--- config.mk ---
export PLATFORM = sky130hd
export DESIGN_NAME = bsg_manycore_fsb_tx_sched
export DESIGN_NICKNAME = d
export VERILOG_FILES = /design/src/rtl/bsg_manycore_fsb_tx_sched.sv
export SDC_FILE = /design/constraint.sdc
export NUM_CORES = 1
export LEC_CHECK = 0
export BUFFER_PORTS_ARGS = -buffer_cell sky130_fd_sc_hd__buf_2
export CORE_AREA = 4 4 159 161
export CTS_CLUSTER_SIZE = 8
export DETAILED_ROUTE_END_ITERATION = 10
export DIE_AREA = 0 0 163 165
export GPL_ROUTABILITY_DRIVEN = 0
export PLACE_DENSITY_LB_ADDON = 0.08
export SLEW_MARGIN = 20
export SYNTH_ARGS = -nofsm -noshare
export SYNTH_HDL_FRONTEND = slang
export SYNTH_SLANG_ARGS = --single-unit
--- constraint.sdc ---
create_clock -name clk_i -period 5.67 [get_ports clk_i]
set_clock_uncertainty 0.1 [all_clocks]
set_input_delay 0.2835 -clock clk_i [delete_from_list [all_inputs] [get_ports clk_i]]
set_output_delay 0.2835 -clock clk_i [all_outputs]
set_load 0.01 [all_outputs]
--- src/rtl/bsg_manycore_fsb_tx_sched.sv ---
// Credit-gated round-robin scheduler that feeds one FSB ring output register
// from num_chan_p requesting channels.
module bsg_manycore_fsb_tx_sched #(
  parameter int unsigned ring_width_p     = 80,
  parameter int unsigned num_chan_p       = 4,
  parameter int unsigned remote_credits_p = 2
) (
  input  logic                               clk_i,
  input  logic                               reset_i,
  input  logic [num_chan_p-1:0]              ch_v_i,
  input  logic [num_chan_p*ring_width_p-1:0] ch_data_i,
  output logic [num_chan_p-1:0]              ch_yumi_o,
  input  logic [num_chan_p-1:0]              credit_v_i,
  output logic                               v_o,
  output logic [ring_width_p-1:0]            data_o,
  input  logic                               yumi_i,
  output logic                               credit_err_o
);

  localparam int unsigned CntW = $clog2(remote_credits_p + 1);
  localparam int unsigned PtrW = (num_chan_p > 1) ? $clog2(num_chan_p) : 1;
  localparam logic [CntW-1:0] CntMax = CntW'(remote_credits_p);
  localparam logic [PtrW-1:0] PtrLast = PtrW'(num_chan_p - 1);

  typedef enum logic [0:0] {StEmpty, StFull} state_e;

  state_e                  state_q, state_d;
  logic [ring_width_p-1:0] data_q, data_d;
  logic [PtrW-1:0]         ptr_q, ptr_d;
  logic [CntW-1:0]         cnt_q [num_chan_p];
  logic [CntW-1:0]         cnt_d [num_chan_p];
  logic                    err_q, err_d;

  logic [num_chan_p-1:0] elig;
  logic [num_chan_p-1:0] grant;
  logic                  grant_v;
  logic [PtrW-1:0]       grant_idx;
  logic                  load_ok;
  int unsigned           idx;

  always_comb begin
    for (int unsigned k = 0; k < num_chan_p; k++) begin
      elig[k] = ch_v_i[k] && (cnt_q[k] != '0);
    end
  end

  assign load_ok = (state_q == StEmpty) || yumi_i;

  // Search starts at the pointer and wraps; first eligible channel wins.
  always_comb begin
    grant_v   = 1'b0;
    grant_idx = '0;
    idx       = 0;
    for (int unsigned i = 0; i < num_chan_p; i++) begin
      idx = (32'(ptr_q) + i) % num_chan_p;
      if (!grant_v && elig[idx]) begin
        grant_v   = 1'b1;
        grant_idx = PtrW'(idx);
      end
    end
    if (!load_ok || reset_i) begin
      grant_v = 1'b0;
    end
    grant = '0;
    if (grant_v) begin
      grant[grant_idx] = 1'b1;
    end
  end

  always_comb begin
    state_d = state_q;
    data_d  = data_q;
    ptr_d   = ptr_q;
    err_d   = err_q;
    if (grant_v) begin
      state_d = StFull;
      data_d  = ch_data_i[grant_idx*ring_width_p +: ring_width_p];
      ptr_d   = (grant_idx == PtrLast) ? '0 : grant_idx + PtrW'(1);
    end else if ((state_q == StFull) && yumi_i) begin
      state_d = StEmpty;
    end
    // A grant and a returned credit in the same cycle cancel out.
    for (int unsigned k = 0; k < num_chan_p; k++) begin
      cnt_d[k] = cnt_q[k];
      if (grant[k] && !credit_v_i[k]) begin
        cnt_d[k] = cnt_q[k] - CntW'(1);
      end else if (credit_v_i[k] && !grant[k]) begin
        if (cnt_q[k] == CntMax) begin
          err_d = 1'b1;
        end else begin
          cnt_d[k] = cnt_q[k] + CntW'(1);
        end
      end
    end
  end

  always_ff @(posedge clk_i) begin
    if (reset_i) begin
      state_q <= StEmpty;
      ptr_q   <= '0;
      err_q   <= 1'b0;
      for (int unsigned k = 0; k < num_chan_p; k++) begin
        cnt_q[k] <= CntMax;
      end
    end else begin
      state_q <= state_d;
      ptr_q   <= ptr_d;
      err_q   <= err_d;
      for (int unsigned k = 0; k < num_chan_p; k++) begin
        cnt_q[k] <= cnt_d[k];
      end
    end
  end

  // Payload needs no reset: it is only observed while v_o is high.
  always_ff @(posedge clk_i) begin
    data_q <= data_d;
  end

  assign v_o          = (state_q == StFull);
  assign data_o       = data_q;
  assign ch_yumi_o    = grant;
  assign credit_err_o = err_q;

endmodule

-- After elaboration in Yosys (flattened, before gate mapping)
Memories as Yosys holds them, arrays and structs flattened.
Index checks and enable logic that the tools add are counted.
- bits in registers: 84
- RAM bits: 8
- input bits: 331
- output and inout bits: 86
- logic and storage cells: 125
- memories: 1
- add/sub/neg operators: 12
- multipliers: 1
- $lt $le $gt $ge: 6
- eq/ne operators: 5
- shift operators: 1
- muxes and demuxes: 54
- bitwise gates (word level): 5
- reduce and logical (&&, ||, !) cells: 36
- memories (name ; depth ; width ; rd ports ; clocked after Yosys merged registers in ; write ports ; RTL line ; text):
    cnt_q ; 4 ; 2 ; 4 ; 0 ; 4 ; 30 ; logic [CntW-1:0] cnt_q [num_chan_p];
- operators by type and width (kind ; count):
    $shiftx 320x10->80 ; 1
    $mux 2 ; 21
    $mux 1 ; 27
    $logic_and 1x1->1 ; 17
    $lt 2x3->1 const B ; 5
    $add 2x1->2 const B ; 6
    $logic_not 1->1 ; 12
    $eq 2x2->1 const B ; 5
    $reduce_bool 2->1 ; 5
    $bmux 1 s2 ; 4
    $sub 2x1->2 const B ; 4
    $mul 2x3->5 const B ; 1
    $add 2x2->2 const B ; 2
    $mux 4 ; 1
    $or 1x1->1 ; 4
    $demux 1 s2 ; 1
    $ge 2x1->1 const B ; 1
    $logic_or 1x1->1 ; 2
    $not 1->1 ; 1

-- Logic depth before layout (Yosys ltp)
Gate-level depths: netlist of the first run.
An unclocked memory read counts as a cell.
- word-level depth: 33
- depth in mapped cells: 13
- mapped depth without buffers: 11

-- Worst setup path after synthesis of the first run
Ideal clock, no wire load.
- path kind: register to register
- start: mem cnt_q[3][0] in the netlist's numbering
- end: mem cnt_q[0][1] in the netlist's numbering
- setup time: 132 ps
- arrival: 3243 ps
- data required time: 5438 ps
- setup slack: 2194 ps
- stages on the path, launching flop included: 10
- buffers on the path: 1
- clock period less this slack: 3476 ps
- path through: dfxtp_1 -> o21ai_0 -> and4_2 -> nor3b_1 -> buf_2 -> and2_1 -> ha_1 -> xnor2_1 -> o21ai_0 -> or3b_2
- RTL lines (what ; RTL line):
    start, declared ; 30

==> metrics, run 1 <==
Setup WS post-layout 2242 ps; worst skew pair latency 340 ps; CP startpoint kind flop; Layout area overhead 50.21%; Placed Instances 1008; final hold slack 135.6 ps; total gr overflow 0; Crit path max-delay family compound AO/OA/AOI/OAI gates; final hold viol count 0; Placed Area 7634 um2; Yosys reg bits 92; First-pass DRT Iterations 4; CP dominant cell by count ha_1; clock root buffer master clkbuf_16; fin area 7984 um2; area occupied by multi-input gates 2417 um2; Crit Path Class reg -> reg; initial antenna violation count 2; # hold bufs at CTS 0; TritonCTS clock tree yes; IR Drop Worst-Case VDD 0.2857 mV; Final Non-Filler Cells 1026; Initial DRC Count 186; Sinks on Clock Net 92; DRT antenna net count 0; clock buffer depth 2; Worst Hold Class in -> reg; cts repair resizes 0; Num CTS Buffers 9; Global Route Usage Sum 13.87%; GRT met3 Usage 3.419%; total chip power 2.976 mW; final HPWL from detailed placement 16790 um; global-route wire length before repair 28020 um; Chip Width 163 um; count of final max-slew check failures 0; met2 usage 26.11%; # setup viols final 0; Synth area leaders edfxtp_1 (45%), mux4_2 (33%), dfxtp_1 (4.5%); Die H 165 um; fin crit period 3428 ps; synth warn 0; Register Area 2643 um2; sequential share of the synthesized area 49.72%; I/O Buffers 416; layout cells sized above 1 75.43%; largest net degree at the start of global routing 57; CP Data Required Time 5800 ps; worst rel slew slack 49.42%; nets@finish 1038; Layout fillers 2433; Power per Cell Area 372.8 nW/um2; final core occ 33.32%; routing usage on met1 15.67%; post-synth cell types 37; Synth Area per Inst 18.91 um2; worst-path fanout max 52; Top FF cell, synth edfxtp_1; worst slack, placed 2248 ps; Yosys top cell area share 45.20%; core area 23960 um2; outcome finished, final reports clean; Post-route DRC 0; Syn Nets 624; drt wl/cell 19.45 um; fmax 0.2917 GHz; Initial Util 22.18%; Max-Cap Viols 0; dominant cell by count in the synthesized netlist edfxtp_1; cell row count 57; CP max stage delay 580 ps; Synth Instances 281; Final Cycle Share 60.46%; worst path buffer plus inverter count 2; area leader, netlist edfxtp_1; Worst Path Arrival 3550 ps; clk slew on worst S/H paths 70 ps; Post-synth top cells edfxtp_1 (80), mux4_2 (78), dfxtp_1 (12), ha_1 (12), buf_2 (10); RSZ-0062 raised after global routing no; I/O pin cnt 417; die area 26900 um2; EDFF count, synth 80; slowest stage cell on the critical path buf_4; CTS H-tree lvls 3; vias post-DR 4461; fraction of registers with async set/reset 0%; crit end category flop; post-CTS setup buffers 0; Syn Std Cell Area 5315 um2; worst slew pin tran 758.7 ps; vias in the first global route 4780; Routed Wire Length 19960 um; DR vias/cell 4.348; setup_tns 0 ps; Leak 3.446 nW; GRT Max-Usage Layer met2; cell chain of the critical path o21ai_2, o22ai_1, a211oi_4, buf_4, inv_1, ha_1, and2_1, ha_1, xnor2_1, o21ai_0, or3b_2
where the power goes:
part / internal [mW] / switching [mW]
clock network: 0.433 / 0.263
logic: 0.660 / 0.609
registers: 0.963 / 0.0476
placed cells by master (no fill, tap or decap), types with 3 or more instances in the layout:
| cell type | count |
|---|---|
| buf_2 | 416 |
| edfxtp_1 | 80 |
| mux4_2 | 78 |
| ha_1 | 12 |
| dfxtp_1 | 12 |
| nor3_1 | 9 |
| inv_1 | 9 |
| clkbuf_16 | 9 |
| buf_4 | 7 |
| o21ai_0 | 6 |
| a21oi_1 | 6 |
| nor2_1 | 5 |
| and2_1 | 4 |
| nand2_1 | 4 |
| nor2b_1 | 4 |
| xnor2_1 | 4 |
| or3b_2 | 4 |
| bufinv_16 | 3 |
final timing paths:
| kind | depth (start not counted) | slack, ps | end | startpoint |
|---|---|---|---|---|
| max reg2reg | 11 | 2240 | cnt_q[0][1]$_SDFFE_PP1P_ | cnt_q[2][0]$_SDFFE_PP0P_ |
| min reg2reg | 2 | 410 | v_o$_SDFFE_PP0P_ | v_o$_SDFFE_PP0P_ |
| max | 11 | 2240 | cnt_q[0][1]$_SDFFE_PP1P_ | cnt_q[2][0]$_SDFFE_PP0P_ |
| min | 3 | 140 | v_o$_SDFFE_PP0P_ | yumi_i |
layout make-up:
type | instances | area share (%)
inverter | 9 | 0.4231
clock inverter | 7 | 1.504
antenna | 2 | 0.06269
clock buffer | 9 | 2.821
multi-input combinational | 160 | 30.28
sequential | 92 | 33.10
timing repair buffer | 423 | 26.74
tap | 324 | 5.078
flip-flops by register name (all words and copies together) (netlist names):
register and flops:
data_o 80, cnt_q 8, ptr_q 2, credit_err_o 1, v_o 1
kinds of logic after synthesis:
group	count (synthesis)	share of synthesized area [%]
flip-flops	92	49.72
multiplexers	82	34.44
AND/OR/NAND/NOR	37	4.143
buffers and inverters	29	5.038
AO/OA/AOI/OAI	25	3.178
adder cells (fa/ha/maj)	12	2.825
XOR/XNOR	4	0.6591
worst register-to-register path, stage by stage, from the launching register on:
cell	delay (ps)
dfxtp_1	370
o21ai_2	240
o22ai_1	160
a211oi_4	280
buf_4	580
inv_1	180
ha_1	250
and2_1	170
ha_1	220
xnor2_1	150
o21ai_0	160
or3b_2	450
routing by layer:
layer / vias up / routed length [um]
met1: 2189 / 7218
met5: - / 0
met4: 0 / 186
met2: 223 / 10940
met3: 13 / 1613
li1: 2036 / -
(Power assumes the default switching activity.)
==> run 2: changes to the inputs <==
==> constraint.sdc (replaced) <==
create_clock -name clk_i -period 2.9 [get_ports clk_i]
set_clock_uncertainty 0.1 [all_clocks]
set_input_delay 0.145 -clock clk_i [delete_from_list [all_inputs] [get_ports clk_i]]
set_output_delay 0.145 -clock clk_i [all_outputs]
set_load 0.01 [all_outputs]
==> metrics, run 2 (synthesis results as in run 1) <==
outcome finished, final reports clean; I/O pin cnt 417 (unchanged); # setup viols final 0 (unchanged); drt wl/cell 19.03 um (-2.1%); Chip Width 163 um (unchanged); vias in the first global route 4841 (+1.3%); Placed Instances 1010 (+0.20%); largest net degree at the start of global routing 51 (-11%); TritonCTS clock tree yes; number of flip-flops in the largest register 80 (unchanged); worst skew pair latency 340 ps (about the same); n_diodes 0 (-2); setup_tns 0 ps (unchanged); global-route wire length before repair 27420 um (-2.1%); worst rel slew slack 53.34% (+3.9 points); Worst Path Arrival 2840 ps (-710 ps); fin area 7993 um2 (+0.11%); Layout area overhead 50.38%; leading cell type in the layout, fill and taps excluded buf_2; DR vias/cell 4.291 (-1.3%); most frequent cells in the layout buf_2 (416), edfxtp_1 (80), mux4_2 (78), ha_1 (12), dfxtp_1 (11); Post-route DRC 0 (unchanged); Setup WS post-layout 182.3 ps (-2060 ps); Worst Hold Class in -> reg; Initial Util 22.18% (unchanged); initial antenna violation count 1 (-1); Global Route Usage Sum 13.57% (-0.31 points); fin crit period 2718 ps (-710.2 ps); DRT antenna net count 0 (unchanged); I/O Buffers 416 (unchanged); clk slew on worst S/H paths 70 ps (about the same); worst-path fanout max 6 (-88%); fmax 0.3680 GHz (+26%); Sinks on Clock Net 92 (unchanged); final HPWL from detailed placement 16560 um (-1.3%); worst slack, placed 166.0 ps (-2082 ps); core area 23960 um2 (unchanged); Placed Area 7674 um2 (+0.52%); worst slew pin tran 699.9 ps (-58.83 ps); clock root buffer master clkbuf_16; layout cells sized above 1 75.53% (+0.10 points); Die H 165 um (unchanged); vias post-DR 4407 (-1.2%); Final Cycle Share 93.71% (+33 points); die area 26900 um2 (unchanged); Final Non-Filler Cells 1027 (+0.097%); Num CTS Buffers 9 (unchanged); nets@finish 1041 (+0.29%); IR Drop Worst-Case VDD 0.2901 mV (+1.5%); CP startpoint kind flop; First-pass DRT Iterations 4 (unchanged); count of final max-slew check failures 0 (unchanged); cell row count 57 (unchanged); CP Data Required Time 3020 ps (-2780 ps); final hold slack 46.90 ps (-88.72 ps); Routed Wire Length 19550 um (-2.0%); Power per Cell Area 712.6 nW/um2 (+91%); total gr overflow 0 (unchanged); post-CTS setup buffers 0 (unchanged); RSZ-0062 raised after global routing no; Initial DRC Count 151 (-19%); Leak 3.442 nW (-0.13%); final hold viol count 0 (unchanged); Crit Path Class reg -> reg; CTS H-tree lvls 3 (unchanged); clock buffer depth 2 (unchanged); crit end category flop; Max-Cap Viols 0 (unchanged)
-- run 2: worst paths after layout --
check / end / slack (ps) / depth (start not counted) / start
max reg2reg: cnt_q[2][1]$_SDFFE_PP1P_ / 180 / 10 / cnt_q[1][1]$_SDFFE_PP1P_
min reg2reg: v_o$_SDFFE_PP0P_ / 410 / 2 / v_o$_SDFFE_PP0P_
max: cnt_q[2][1]$_SDFFE_PP1P_ / 180 / 10 / cnt_q[1][1]$_SDFFE_PP1P_
min: cnt_q[0][0]$_SDFFE_PP0P_ / 50 / 2 / reset_i
-- run 2: final cells by class --
type                            count  area (um2)
Fill cell                        2442       15970
Sequential cell                    92        2644
Multi-Input combinational cell    160        2425
Timing Repair Buffer              426        2185
Tap cell                          324       405.4
Clock buffer                       10       229.0
Clock inverter                      6       71.32
Inverter                            9       33.78
-- run 2: metrics by stage --
| stage | total power, mW | util [%] |
|---|---|---|
| after floorplan | 3.856 | - |
| after global placement | 4.570 | 32.02 |
| after detailed placement | 4.585 | 32.02 |
| after CTS | 5.845 | 33.32 |
| after global routing | 6.057 | 33.35 |
| final | 5.696 | 33.35 |
-- run 2: where the power goes --
group	switching [mW]	internal (mW)
clock network	0.530	0.677
logic	1.19	1.33
registers	0.0925	1.88
total	1.81	3.89
-- run 2: timing repair --
item                                    CTS  global route
endpoints found under the setup margin    0             2
hold buffers                              1             0
endpoints found under the hold margin     1             0
resized for setup                         0             2
-- run 2: layer usage --
layer  track usage [%]  part of all wire, %  routed length (um)
met1             14.67                   35                6913
met2             26.04                   55               10820
met3             4.043                  8.1                1584
met4             3.012                  1.1                 217
met5                 0                0.067                  13
-- run 2: critical path: stages, from the launching register on --
cell and delay [ps]:
dfxtp_1 420, o21a_1 190, o32ai_1 130, a211oi_4 320, inv_1 100, ha_1 220
and2_1 160, ha_1 230, xnor2_1 140, o21ai_0 140, or3b_2 450
==> run 3: changes to the inputs <==
--- a/config.mk
+++ b/config.mk
@@ -6,10 +6,10 @@
 export NUM_CORES = 1
 export LEC_CHECK = 0
 export BUFFER_PORTS_ARGS = -buffer_cell sky130_fd_sc_hd__buf_2
-export CORE_AREA = 4 4 159 161
+export CORE_AREA = 2 2 162 164
 export CTS_CLUSTER_SIZE = 8
 export DETAILED_ROUTE_END_ITERATION = 10
-export DIE_AREA = 0 0 163 165
+export DIE_AREA = 0 0 164 166
 export GPL_ROUTABILITY_DRIVEN = 0
 export PLACE_DENSITY_LB_ADDON = 0.08
 export SLEW_MARGIN = 20
==> metrics, run 3 (synthesis results as in run 1) <==
initial antenna violation count 1 (unchanged); RR Startpoint cnt_q[0][0]$_SDFFE_PP0P_; hold_sp reset_i; n_diodes 0 (unchanged); CP Data Required Time 3020 ps (about the same); global-route wire length before repair 27830 um (+1.5%); clock buffer depth 2 (unchanged); Initial Util 20.75% (-1.4 points); I/O pin cnt 417 (unchanged); Sinks on Clock Net 92 (unchanged); nets@finish 1043 (+0.19%); Worst Hold Class in -> reg; fin crit period 2703 ps (-14.27 ps); I/O Buffers 416 (unchanged); Power per Cell Area 706.8 nW/um2 (-0.81%); cell row count 59 (+3.5%); CP startpoint kind flop; worst slew pin tran 773.1 ps (+73.20 ps); Routed Wire Length 19370 um (-0.92%); First-pass DRT Iterations 4 (unchanged); clk slew on worst S/H paths 80 ps (about the same); layout cells sized above 1 75.74% (+0.21 points); vias post-DR 4516 (+2.5%); die area 27220 um2 (+1.2%); outcome finished, final reports clean; IR Drop Worst-Case VDD 0.2588 mV (-11%); setup_tns 0 ps (unchanged); crit end category flop; drt wl/cell 18.62 um (-2.2%); Leak 3.444 nW (about the same); Layout fillers 2634 (+7.9%); met2 usage 26.07% (+0.031 points); CTS H-tree lvls 3 (unchanged); DRT antenna net count 0 (unchanged); crit path launch cnt_q[0][0]$_SDFFE_PP0P_; R2R cell count 10 (unchanged); Layout area overhead 50.35% (about the same); total gr overflow 0 (unchanged); Initial DRC Count 198 (+31%); GRT Max-Usage Layer met2; number of flip-flops in the largest register 80 (unchanged); worst-path fanout max 6 (unchanged); Num CTS Buffers 9 (unchanged); Crit Path Class reg -> reg; Max-Cap Viols 0 (unchanged); Hold EP cnt_q[1][0]$_SDFFE_PP0P_; Die H 166 um (+0.61%); DR vias/cell 4.342 (+1.2%); Global Route Usage Sum 13.64% (+0.075 points); vias in the first global route 4718 (-2.5%); most frequent cells in the layout buf_2 (416), edfxtp_1 (80), mux4_2 (78), ha_1 (12), dfxtp_1 (10); final HPWL from detailed placement 15880 um (-4.1%); Final Cycle Share 93.22% (-0.49 points); fmax 0.3699 GHz (+0.53%); RSZ-0062 raised after global routing no; worst rel slew slack 48.46% (-4.9 points); largest net degree at the start of global routing 57 (+12%); reg2reg setup slack 200 ps (about the same); core area 25620 um2 (+6.9%); Worst Path Arrival 2830 ps (about the same); GRT met3 Usage 3.746% (-0.30 points); # setup viols final 0 (unchanged); routing usage on met1 14.90% (+0.23 points); Chip Width 164 um (+0.61%); final hold viol count 0 (unchanged); total chip power 5.649 mW (-0.83%); Post-route DRC 0 (unchanged); Worst R2R End cnt_q[3][1]$_SDFFE_PP1P_; worst skew pair latency 340 ps (about the same); count of final max-slew check failures 0 (unchanged); leading cell type in the layout, fill and taps excluded buf_2; TritonCTS clock tree yes; clock root buffer master clkbuf_16; Hold Crit Depth 2 (unchanged)
run 3: area by class of cell:
class | count | area, um2 | area share [%]
sequential | 92 | 2645 | 33.10
clock buffer | 10 | 229.0 | 2.865
tap | 335 | 419.2 | 5.245
clock inverter | 6 | 47.55 | 0.5950
timing repair buffer | 428 | 2200 | 27.52
multi-input combinational | 160 | 2417 | 30.25
inverter | 9 | 33.78 | 0.4227
run 3: power by group:
part           internal, mW  switching, mW
Sequential             1.88         0.0941
Clock                 0.591          0.552
Combinational          1.34           1.18
run 3: critical path, cell delays in order (launching register included):
cell	delay, ps
dfxtp_1	450
o21ai_2	110
o32ai_1	380
a211oi_4	100
buf_4	160
ha_1	200
and2_1	150
ha_1	220
xnor2_1	140
o21ai_0	140
or3b_2	440
run 3: how the worst max path moves through the flow:
stage	cells after the start	to	slack [ps]
2_1_floorplan	9	cnt_q[0][1]$_SDFFE_PP1P_	60
3_3_place_gp	10	cnt_q[0][1]$_SDFFE_PP1P_	190
3_5_place_dp	10	cnt_q[2][1]$_SDFFE_PP1P_	150
4_1_cts	10	cnt_q[2][1]$_SDFFE_PP1P_	120
5_1_grt	10	cnt_q[2][1]$_SDFFE_PP1P_	20
6_report	10	cnt_q[3][1]$_SDFFE_PP1P_	200
run 3: timing repair:
item | in CTS | in global routing
buffers inserted | 0 | 3
endpoints found under the setup margin | 0 | 2
resized for setup | 0 | 2
endpoints found under the hold margin | 1 | 0
hold buffers | 1 | 0
run 3: metrics by stage:
step                cell area (um2)  std cells  hold WS, ps  utilization [%]  worst slack, ps
floorplan                      5330        281        157.2                -            61.11
global route                   7991       1040        50.90            31.20            21.36
global placement               7680       1020        388.9            29.98            191.7
detailed placement             7680       1020        383.0            29.98            147.5
finish                         7991       1040        42.90            31.20            196.6
CTS                            7966       1037        37.49            31.10            116.1
run 3: metal layers:
layer / vias to the layer above / share of wire [%]
met5: - / 0.067
met4: 2 / 0.85
met3: 13 / 7.8
met2: 209 / 55
met1: 2242 / 36
li1: 2050 / -
